--- src/rtl/fb_ring_ctrl_pkg.sv ---
// Shared definitions for the frame-buffer ring controller.
package fb_ring_ctrl_pkg;

  typedef enum logic [2:0] {
    S_RESET,
    S_INIT,
    S_INIT_WAIT,
    S_PREFILL,
    S_STREAM,
    S_ERR
  } state_t;

  localparam logic ASSERT_L   = 1'b0;
  localparam logic DEASSERT_L = 1'b1;
  localparam logic ASSERT_H   = 1'b1;
  localparam logic DEASSERT_H = 1'b0;

  // Relative age of a ready buffer: 0 = newest. At most four buffers exist,
  // so two bits keep ready buffers strictly ordered.
  localparam int AGE_W = 2;
  localparam logic [AGE_W-1:0] AGE_MAX = '1;

endpackage

--- src/rtl/fb_ring_ctrl_if.sv ---
// Handshake/status bundle between the ring controller and its datapath.
interface fb_ring_ctrl_if #(
  parameter int NUM_FB = 3,
  parameter int SEL_W  = 2
);
  logic              init_done;
  logic              init_start;
  logic              wr_frame_done;
  logic              rd_frame_done;
  logic              rdempty_cam;
  logic [NUM_FB-1:0] avl_ready;
  logic              wrfull_adv;
  logic [NUM_FB-1:0] rd_data_valid;
  logic              HDMI_TX_DE;
  logic              rdempty_adv;
  logic [NUM_FB-1:0] wr_en_n;
  logic [NUM_FB-1:0] rd_en_n;
  logic              rdreq_cam;
  logic              wrreq_adv;
  logic              rdreq_adv;
  logic [SEL_W-1:0]  wr_sel;
  logic [SEL_W-1:0]  rd_sel;
  logic              streaming;
  logic              init_err;
  logic [15:0]       drop_cnt;

  modport master (
    input  init_done, wr_frame_done, rd_frame_done, rdempty_cam, avl_ready,
           wrfull_adv, rd_data_valid, HDMI_TX_DE, rdempty_adv,
    output init_start, wr_en_n, rd_en_n, rdreq_cam, wrreq_adv, rdreq_adv,
           wr_sel, rd_sel, streaming, init_err, drop_cnt
  );

  modport slave (
    output init_done, wr_frame_done, rd_frame_done, rdempty_cam, avl_ready,
           wrfull_adv, rd_data_valid, HDMI_TX_DE, rdempty_adv,
    input  init_start, wr_en_n, rd_en_n, rdreq_cam, wrreq_adv, rdreq_adv,
           wr_sel, rd_sel, streaming, init_err, drop_cnt
  );
endinterface

--- src/rtl/fb_pick_next.sv ---
// Chooses the writer's next buffer: lowest-index free buffer that is not the
// reader's, else the oldest ready buffer (which then gets overwritten).
import fb_ring_ctrl_pkg::*;

module fb_pick_next #(
  parameter int NUM_FB = 3,
  parameter int SEL_W  = 2
) (
  input  logic [NUM_FB-1:0]            ready,
  input  logic [NUM_FB-1:0][AGE_W-1:0] age,
  input  logic [SEL_W-1:0]             rd_sel,
  output logic [SEL_W-1:0]             nxt,
  output logic                         hit
);
  logic             found;
  logic [AGE_W-1:0] best;

  // Free buffer first; the just-written frame is ready, so it is skipped
  // unless it is the only candidate left.
  always_comb begin
    nxt   = '0;
    found = 1'b0;
    best  = '0;
    hit   = 1'b0;
    for (int i = 0; i < NUM_FB; i++)
      if (!found && !ready[i] && SEL_W'(i) != rd_sel) begin
        found = 1'b1;
        nxt   = SEL_W'(i);
      end
    if (!found)
      for (int i = 0; i < NUM_FB; i++)
        if (ready[i] && SEL_W'(i) != rd_sel && (!found || age[i] > best)) begin
          found = 1'b1;
          best  = age[i];
          nxt   = SEL_W'(i);
        end
    for (int i = 0; i < NUM_FB; i++)
      if (SEL_W'(i) == nxt) hit = ready[i];
  end
endmodule

--- src/rtl/fb_ring_ctrl.sv ---
// Frame-buffer ring controller: init sequencing, writer/reader buffer
// rotation with newest-frame display, and per-buffer enable steering.
import fb_ring_ctrl_pkg::*;

module fb_ring_ctrl #(
  parameter int NUM_FB   = 3,
  parameter int SEL_W    = 2,
  parameter int INIT_TMO = 1048575
) (
  input logic           clk,
  input logic           reset,
  fb_ring_ctrl_if.master bus
);
  state_t                     state, state_nx;
  logic [31:0]                tmo_cnt;
  logic [SEL_W-1:0]           wr_sel, rd_sel, rd_nx, wr_pick;
  logic [NUM_FB-1:0]          ready, rdy_w, rdy_r, rdy_nx;
  logic [NUM_FB-1:0][AGE_W-1:0] age, age_w;
  logic [AGE_W-1:0]           rd_age;
  logic [15:0]                drop_cnt;
  logic                       wr_ev, take_rd, rd_hit, pick_hit, wr_act, rd_act;
  logic [NUM_FB-1:0]          wr_en_n, rd_en_n;
  logic                       rdreq_cam, wrreq_adv;

  assign wr_act  = (state == S_PREFILL) || (state == S_STREAM);
  assign rd_act  = (state == S_STREAM);
  assign wr_ev   = wr_act && bus.wr_frame_done;
  // The first completed frame is handed straight to the reader.
  assign take_rd = (state == S_PREFILL && bus.wr_frame_done) ||
                   (state == S_STREAM && bus.rd_frame_done);

  // Next-state logic for the init/stream sequencer.
  always_comb begin
    state_nx = state;
    case (state)
      S_RESET:     state_nx = S_INIT;
      S_INIT:      state_nx = S_INIT_WAIT;
      S_INIT_WAIT: if (bus.init_done) state_nx = S_PREFILL;
                   else if (tmo_cnt == 32'(INIT_TMO - 1)) state_nx = S_ERR;
      S_PREFILL:   if (bus.wr_frame_done) state_nx = S_STREAM;
      default:     ;
    endcase
  end

  // Write completion first (mark newest), then the reader claims the newest.
  always_comb begin
    rdy_w  = ready;
    age_w  = age;
    rdy_r  = '0;
    rd_nx  = rd_sel;
    rd_hit = 1'b0;
    rd_age = '1;
    for (int i = 0; i < NUM_FB; i++) begin
      if (wr_ev && SEL_W'(i) == wr_sel) begin
        rdy_w[i] = 1'b1;
        age_w[i] = '0;
      end else if (wr_ev && ready[i] && age[i] != AGE_MAX) begin
        age_w[i] = age[i] + 1'b1;
      end
    end
    for (int i = 0; i < NUM_FB; i++)
      if (take_rd && rdy_w[i] && (!rd_hit || age_w[i] < rd_age)) begin
        rd_hit = 1'b1;
        rd_age = age_w[i];
        rd_nx  = SEL_W'(i);
      end
    for (int i = 0; i < NUM_FB; i++)
      rdy_r[i] = rdy_w[i] && !(rd_hit && SEL_W'(i) == rd_nx);
  end

  fb_pick_next #(.NUM_FB(NUM_FB), .SEL_W(SEL_W)) u_pick (
    .ready (rdy_r),
    .age   (age_w),
    .rd_sel(rd_nx),
    .nxt   (wr_pick),
    .hit   (pick_hit)
  );

  // A ready frame the writer moves onto is lost, so it leaves the ready set.
  always_comb begin
    rdy_nx = rdy_r;
    for (int i = 0; i < NUM_FB; i++)
      if (wr_ev && SEL_W'(i) == wr_pick) rdy_nx[i] = 1'b0;
  end

  // State, timeout counter, buffer bookkeeping and drop counter.
  always_ff @(posedge clk or negedge reset) begin
    if (!reset) begin
      state    <= S_RESET;
      tmo_cnt  <= '0;
      wr_sel   <= '0;
      rd_sel   <= SEL_W'(NUM_FB - 1);
      ready    <= '0;
      age      <= '0;
      drop_cnt <= '0;
    end else begin
      state   <= state_nx;
      tmo_cnt <= (state == S_INIT_WAIT) ? tmo_cnt + 32'd1 : '0;
      rd_sel  <= rd_nx;
      ready   <= rdy_nx;
      age     <= age_w;
      if (wr_ev) begin
        wr_sel <= wr_pick;
        if (pick_hit && drop_cnt != 16'hFFFF) drop_cnt <= drop_cnt + 16'd1;
      end
    end
  end

  // Enable steering, combinational from registered state and selects.
  always_comb begin
    wr_en_n   = {NUM_FB{DEASSERT_L}};
    rd_en_n   = {NUM_FB{DEASSERT_L}};
    rdreq_cam = DEASSERT_H;
    wrreq_adv = DEASSERT_H;
    for (int i = 0; i < NUM_FB; i++) begin
      if (wr_act && !bus.rdempty_cam && SEL_W'(i) == wr_sel) begin
        wr_en_n[i] = ASSERT_L;
        rdreq_cam  = bus.avl_ready[i];
      end
      if (rd_act && !bus.wrfull_adv && SEL_W'(i) == rd_sel) begin
        rd_en_n[i] = ASSERT_L;
        wrreq_adv  = bus.rd_data_valid[i];
      end
    end
  end

  assign bus.wr_en_n    = wr_en_n;
  assign bus.rd_en_n    = rd_en_n;
  assign bus.rdreq_cam  = rdreq_cam;
  assign bus.wrreq_adv  = wrreq_adv;
  assign bus.rdreq_adv  = rd_act ? (bus.HDMI_TX_DE & ~bus.rdempty_adv) : DEASSERT_H;
  assign bus.init_start = (state == S_INIT) ? ASSERT_H : DEASSERT_H;
  assign bus.streaming  = rd_act;
  assign bus.init_err   = (state == S_ERR);
  assign bus.wr_sel     = wr_sel;
  assign bus.rd_sel     = rd_sel;
  assign bus.drop_cnt   = drop_cnt;
endmodule

--- src/flat_wrapper.sv ---
// flat-port wrapper written by rule: the top's interface ports become plain ports
module fb_ring_ctrl_flat 
#(
  parameter int NUM_FB   = 3,
  parameter int SEL_W    = 2,
  parameter int INIT_TMO = 1048575
)
  (clk, reset, bus_init_done, bus_wr_frame_done, bus_rd_frame_done, bus_rdempty_cam, bus_avl_ready, bus_wrfull_adv, bus_rd_data_valid, bus_HDMI_TX_DE, bus_rdempty_adv, bus_init_start, bus_wr_en_n, bus_rd_en_n, bus_rdreq_cam, bus_wrreq_adv, bus_rdreq_adv, bus_wr_sel, bus_rd_sel, bus_streaming, bus_init_err, bus_drop_cnt);
  fb_ring_ctrl_if #(.NUM_FB(NUM_FB), .SEL_W(SEL_W)) bus_i ();
  input logic clk;
  input logic reset;
  input wire logic [$bits(bus_i.init_done)-1:0] bus_init_done;
  input wire logic [$bits(bus_i.wr_frame_done)-1:0] bus_wr_frame_done;
  input wire logic [$bits(bus_i.rd_frame_done)-1:0] bus_rd_frame_done;
  input wire logic [$bits(bus_i.rdempty_cam)-1:0] bus_rdempty_cam;
  input wire logic [$bits(bus_i.avl_ready)-1:0] bus_avl_ready;
  input wire logic [$bits(bus_i.wrfull_adv)-1:0] bus_wrfull_adv;
  input wire logic [$bits(bus_i.rd_data_valid)-1:0] bus_rd_data_valid;
  input wire logic [$bits(bus_i.HDMI_TX_DE)-1:0] bus_HDMI_TX_DE;
  input wire logic [$bits(bus_i.rdempty_adv)-1:0] bus_rdempty_adv;
  output wire logic [$bits(bus_i.init_start)-1:0] bus_init_start;
  output wire logic [$bits(bus_i.wr_en_n)-1:0] bus_wr_en_n;
  output wire logic [$bits(bus_i.rd_en_n)-1:0] bus_rd_en_n;
  output wire logic [$bits(bus_i.rdreq_cam)-1:0] bus_rdreq_cam;
  output wire logic [$bits(bus_i.wrreq_adv)-1:0] bus_wrreq_adv;
  output wire logic [$bits(bus_i.rdreq_adv)-1:0] bus_rdreq_adv;
  output wire logic [$bits(bus_i.wr_sel)-1:0] bus_wr_sel;
  output wire logic [$bits(bus_i.rd_sel)-1:0] bus_rd_sel;
  output wire logic [$bits(bus_i.streaming)-1:0] bus_streaming;
  output wire logic [$bits(bus_i.init_err)-1:0] bus_init_err;
  output wire logic [$bits(bus_i.drop_cnt)-1:0] bus_drop_cnt;
  assign bus_i.init_done = bus_init_done;
  assign bus_i.wr_frame_done = bus_wr_frame_done;
  assign bus_i.rd_frame_done = bus_rd_frame_done;
  assign bus_i.rdempty_cam = bus_rdempty_cam;
  assign bus_i.avl_ready = bus_avl_ready;
  assign bus_i.wrfull_adv = bus_wrfull_adv;
  assign bus_i.rd_data_valid = bus_rd_data_valid;
  assign bus_i.HDMI_TX_DE = bus_HDMI_TX_DE;
  assign bus_i.rdempty_adv = bus_rdempty_adv;
  assign bus_init_start = bus_i.init_start;
  assign bus_wr_en_n = bus_i.wr_en_n;
  assign bus_rd_en_n = bus_i.rd_en_n;
  assign bus_rdreq_cam = bus_i.rdreq_cam;
  assign bus_wrreq_adv = bus_i.wrreq_adv;
  assign bus_rdreq_adv = bus_i.rdreq_adv;
  assign bus_wr_sel = bus_i.wr_sel;
  assign bus_rd_sel = bus_i.rd_sel;
  assign bus_streaming = bus_i.streaming;
  assign bus_init_err = bus_i.init_err;
  assign bus_drop_cnt = bus_i.drop_cnt;
  fb_ring_ctrl #(.NUM_FB(NUM_FB), .SEL_W(SEL_W), .INIT_TMO(INIT_TMO)) u_core (.clk(clk), .reset(reset), .bus(bus_i));
endmodule
--- config.mk ---
export PLATFORM = sky130hd
export DESIGN_NAME = fb_ring_ctrl_flat
export DESIGN_NICKNAME = d
export VERILOG_FILES = /design/src/rtl/fb_ring_ctrl_pkg.sv /design/src/rtl/fb_ring_ctrl_if.sv /design/src/rtl/fb_pick_next.sv /design/src/rtl/fb_ring_ctrl.sv /design/src/flat_wrapper.sv
export SDC_FILE = /design/constraint.sdc
export NUM_CORES = 1
export LEC_CHECK = 0
export CAP_MARGIN = 20
export CORE_UTILIZATION = 58
export CTS_BUF_LIST = sky130_fd_sc_hd__clkbuf_8
export DETAILED_ROUTE_END_ITERATION = 7
export GPL_TIMING_DRIVEN = 0
export PLACE_DENSITY_LB_ADDON = 0.2
export REMOVE_ABC_BUFFERS = 1
export SYNTH_ARGS = -nofsm -noshare
export SYNTH_HDL_FRONTEND = slang
export SYNTH_SLANG_ARGS = --single-unit
export TNS_END_PERCENT = 30
--- constraint.sdc ---
create_clock -name clk -period 8 [get_ports clk]
set_input_delay 1.6 -clock clk [delete_from_list [all_inputs] [get_ports clk]]
set_output_delay 1.6 -clock clk [all_outputs]
set_load 0.005 [all_outputs]
==> flow_summary.yaml <==
status:
  status: "finished, final reports clean"
synthesis:
  asyncSetResetFlopFracSynth: 1.000
  synth_compound_area_frac: 0.1189
  synth_xor_area_frac: 0.1066
  main_combinational_cell_family_by_area_after_synthesis: "simple AND/OR/NAND/NOR gates"
  ys_seq_elements: 64
  synth.yosys.seq_area_share: 0.4151
  synth.distinct_cells: 63
  post_synth_instance_area_um2: 3861
  netlist.top_cell.by_area: "dfrtp_1"
  post_synth_fa_ha_maj_area_fraction: 0.03889
  synth.top_cells.by_area: "dfrtp_1, xor2_1, nor2_1, xnor2_1, ha_1"
  synth_edf_count: 0
  synth_simple_gate_area_frac: 0.2667
  number_of_instances_in_the_synthesized_netlist: 427
  ys.warnings.count: 0
  yosysTopAreaCellShare: 0.4083
  post_synth_mux_area_share: 0.01361
  synth-main-ff-cell: "dfrtp_1"
  postSynthAreaPerCell_um2: 9.043
routing:
  route.vias.total: 3318
  firstDrtPassIters: 5
  route.final.wire_length_mm: 8.549
  ant_nets: 0
  initialDrtViolationCount: 243
  vias_per_cell: 5.893
  detail_route.drc_violations: 0
  route.detailed.wl_per_inst_um: 15.18
die:
  die_width_um: 83.59
  boundaryPins: 47
  fp.dieArea_um2: 6987
  num_rows: 29
  die-height_um: 83.59
  initial_core_util: 0.6046
  coreArea_um2: 6386
finish:
  antenna_fix_cells: 0
  most_common_cell_after_layout_fill_and_taps_aside: "nor2_1"
  fillCellCount: 445
  mostFrequentLayoutCells: "nor2_1, dfrtp_1, clkdlybuf4s50_1"
  layout-drive-gt1-share: 0.1399
  finalNetCount: 508
  syn_to_final_growth_pct: 23.88
power:
  peakVddDrop_mv: 0.2054
  fin_total_pwr_mw: 1.307
  power.density_cell_area_nw_per_um2: 273.3
  leakagePower_nw: 1.953
sta:
  relSlewSlack: 0.4649
  timing.hold.ws_ns: 0.4971
  clock_skew_ns: 0.01552
  tightest_slew_ns: 0.8027
  final-setup-viol-count: 0
  final_critical_path_setup_slack_ns: 0.4141
  period_share: 0.9482
  final.min_clock_period_ns: 7.586
  fmax_mhz: 131.8
  finalHoldViolations: 0
  slew_viol_final: 0
run:
  drv_cap: 0
setup_path:
  regToRegSetupSlack_ns: 0.90
  worst-endpoint-required_ns: 8.21
  rr_startpoint: "u_core.state[0]$_DFFE_PN0P_"
  critical-path-max-stage-delay_ns: 0.34
  category_of_the_worst_setup_path_capture_point: "flop"
  worstRegToRegCells: 33
  cp.arrival_ns: 7.80
  timing.rr.end: "u_core.ready[2]$_DFF_PN0_"
  critical_path.startpoint_type: "input pin"
  timing_worst_setup_path_type: "in -> reg"
  crit_path_top_delay_cell: "or2_2"
  timing.critical_path.mode_cell: "nor2_1"
  critical_path.max_fanout: 6
clocking:
  tritoncts: "yes"
  clock_sinks: 64
  clock_latency_ns: 0.33
  clock_tree.buffer_depth: 2
  cts_inserted_buffers: 9
  htree_levels: 3
  cts.root.buffer_cell: "clkbuf_8"
  clk_pin_slew_ns: 0.07
hold_path:
  worst_hold_path.num_cells: 1
  worstHoldPathType: "reg -> reg"
  start_point_of_the_worst_hold_path: "u_core.bus.drop_cnt[12]$_DFFE_PN0P_"
  timing.hold.worst_endpoint: "u_core.bus.drop_cnt[12]$_DFFE_PN0P_"
placement:
  place_congestion: 0.8713
  hpwl_mm: 5.600
  dp_slack_ns: -1.502
  port-buffer-count: 46
global_routing:
  initial_antenna_violation_count: 0
  overflow: 0
  global_route.usage.met1: 0.3501
  groute.layer.met2.usage: 0.4169
  grt_max_degree: 65
  first_pass_grt_wire_length_mm: 14.73
  grt_busiest_layer: "met2"
  met3_usage: 0.06133
  first_global_vias: 3235
  track_usage: 0.2596
==> cell families (layout without fill, tap and decap cells) <==
| kind of cell | count (synthesis) | count (layout) |
|---|---|---|
| AOI/OAI and AO/OA | 65 | 65 |
| DFF | 64 | 64 |
| buffers and inverters | 33 | 92 |
| xor gates and xnor gates | 47 | 47 |
| muxes | 5 | 5 |
| adders and majority gates | 12 | 12 |
| and+or+nand+nor | 201 | 201 |
==> stage by stage <==
step	instances	area [µm²]	setup TNS [ns]	utilization
after floorplan	414	3781	0	-
after global placement	537	4338	-6.804	0.6793
after detailed placement	537	4335	-7.247	0.6789
after CTS	560	4702	0	0.7363
after global routing	563	4783	-0.04909	0.7490
final	563	4783	0	0.7490
==> how the worst max path moves through the flow <==
stage / start / slack, ns / to
3_5_place_dp: bus_wr_frame_done / -1.50 / u_core.ready[2]$_DFF_PN0_
5_1_grt: bus_wr_frame_done / -0.03 / u_core.ready[1]$_DFF_PN0_
2_1_floorplan: bus_wr_frame_done / 0.08 / u_core.ready[2]$_DFF_PN0_
6_report: bus_wr_frame_done / 0.41 / u_core.ready[2]$_DFF_PN0_
4_1_cts: bus_wr_frame_done / 0.04 / u_core.ready[2]$_DFF_PN0_
3_3_place_gp: bus_wr_frame_done / -1.43 / u_core.ready[2]$_DFF_PN0_
==> layer usage <==
metal,part of all wire,routed length [µm],vias up
li1,-,-,1601
met1,0.47,3985,1591
met2,0.47,4025,112
met3,0.053,455,14
met4,0.0096,82,0
met5,0,0,-
==> state kept, by name, summed over array words and instances (netlist names) <==
register and count:
u_core.bus.wr_sel 2, u_core.ready 3, u_core.age 6, u_core.bus.rd_sel 2, u_core.tmo_cnt 32, u_core.state 3
u_core.bus.drop_cnt 16
==> worst max-delay path: cells and delay by family <==
family / cells / cell delay (ns)
compound gates: 14 / 2.53
fa+ha+maj: 4 / 1.04
simple gates: 13 / 2.04
mux: 1 / 0.28
buf+inv: 2 / 0.28
==> power breakdown <==
part / internal [mW] / switching, mW / total, mW / leakage (nW)
Clock: 0.186 / 0.131 / 0.316 / 0.117
Sequential: 0.364 / 0.0733 / 0.437 / 0.839
Combinational: 0.249 / 0.305 / 0.554 / 0.998
Total: 0.798 / 0.509 / 1.31 / 1.95
==> layout make-up <==
class | count | area (µm²) | area share
clock inverter | 6 | 91.34 | 0.01909
timing repair buffer | 56 | 555.5 | 0.1161
tap | 77 | 96.34 | 0.02014
multi-input combinational | 330 | 2225 | 0.4651
inverter | 20 | 75.07 | 0.01569
sequential | 64 | 1603 | 0.3351
clock buffer | 10 | 137.6 | 0.02877
==> synth_stat cells, types with 7 or more instances <==
master / number
ha_1: 12
nand4_1: 8
xnor2_1: 19
nor3_1: 18
nand3_1: 24
nand2_1: 37
xor2_1: 28
nor2_1: 65
inv_1: 19
o21ai_0: 9
dfrtp_1: 63
clkbuf_1: 7
a21oi_1: 18
==> timing repair <==
action / in CTS / in global routing
gates resized for setup: 18 / 10
hold buffers: 0 / 0
pin swaps: 3 / 3
buffers inserted: 7 / 2
setup endpoints to repair: 5 / 5
No activity file was read; power rests on OpenSTA's default activity.
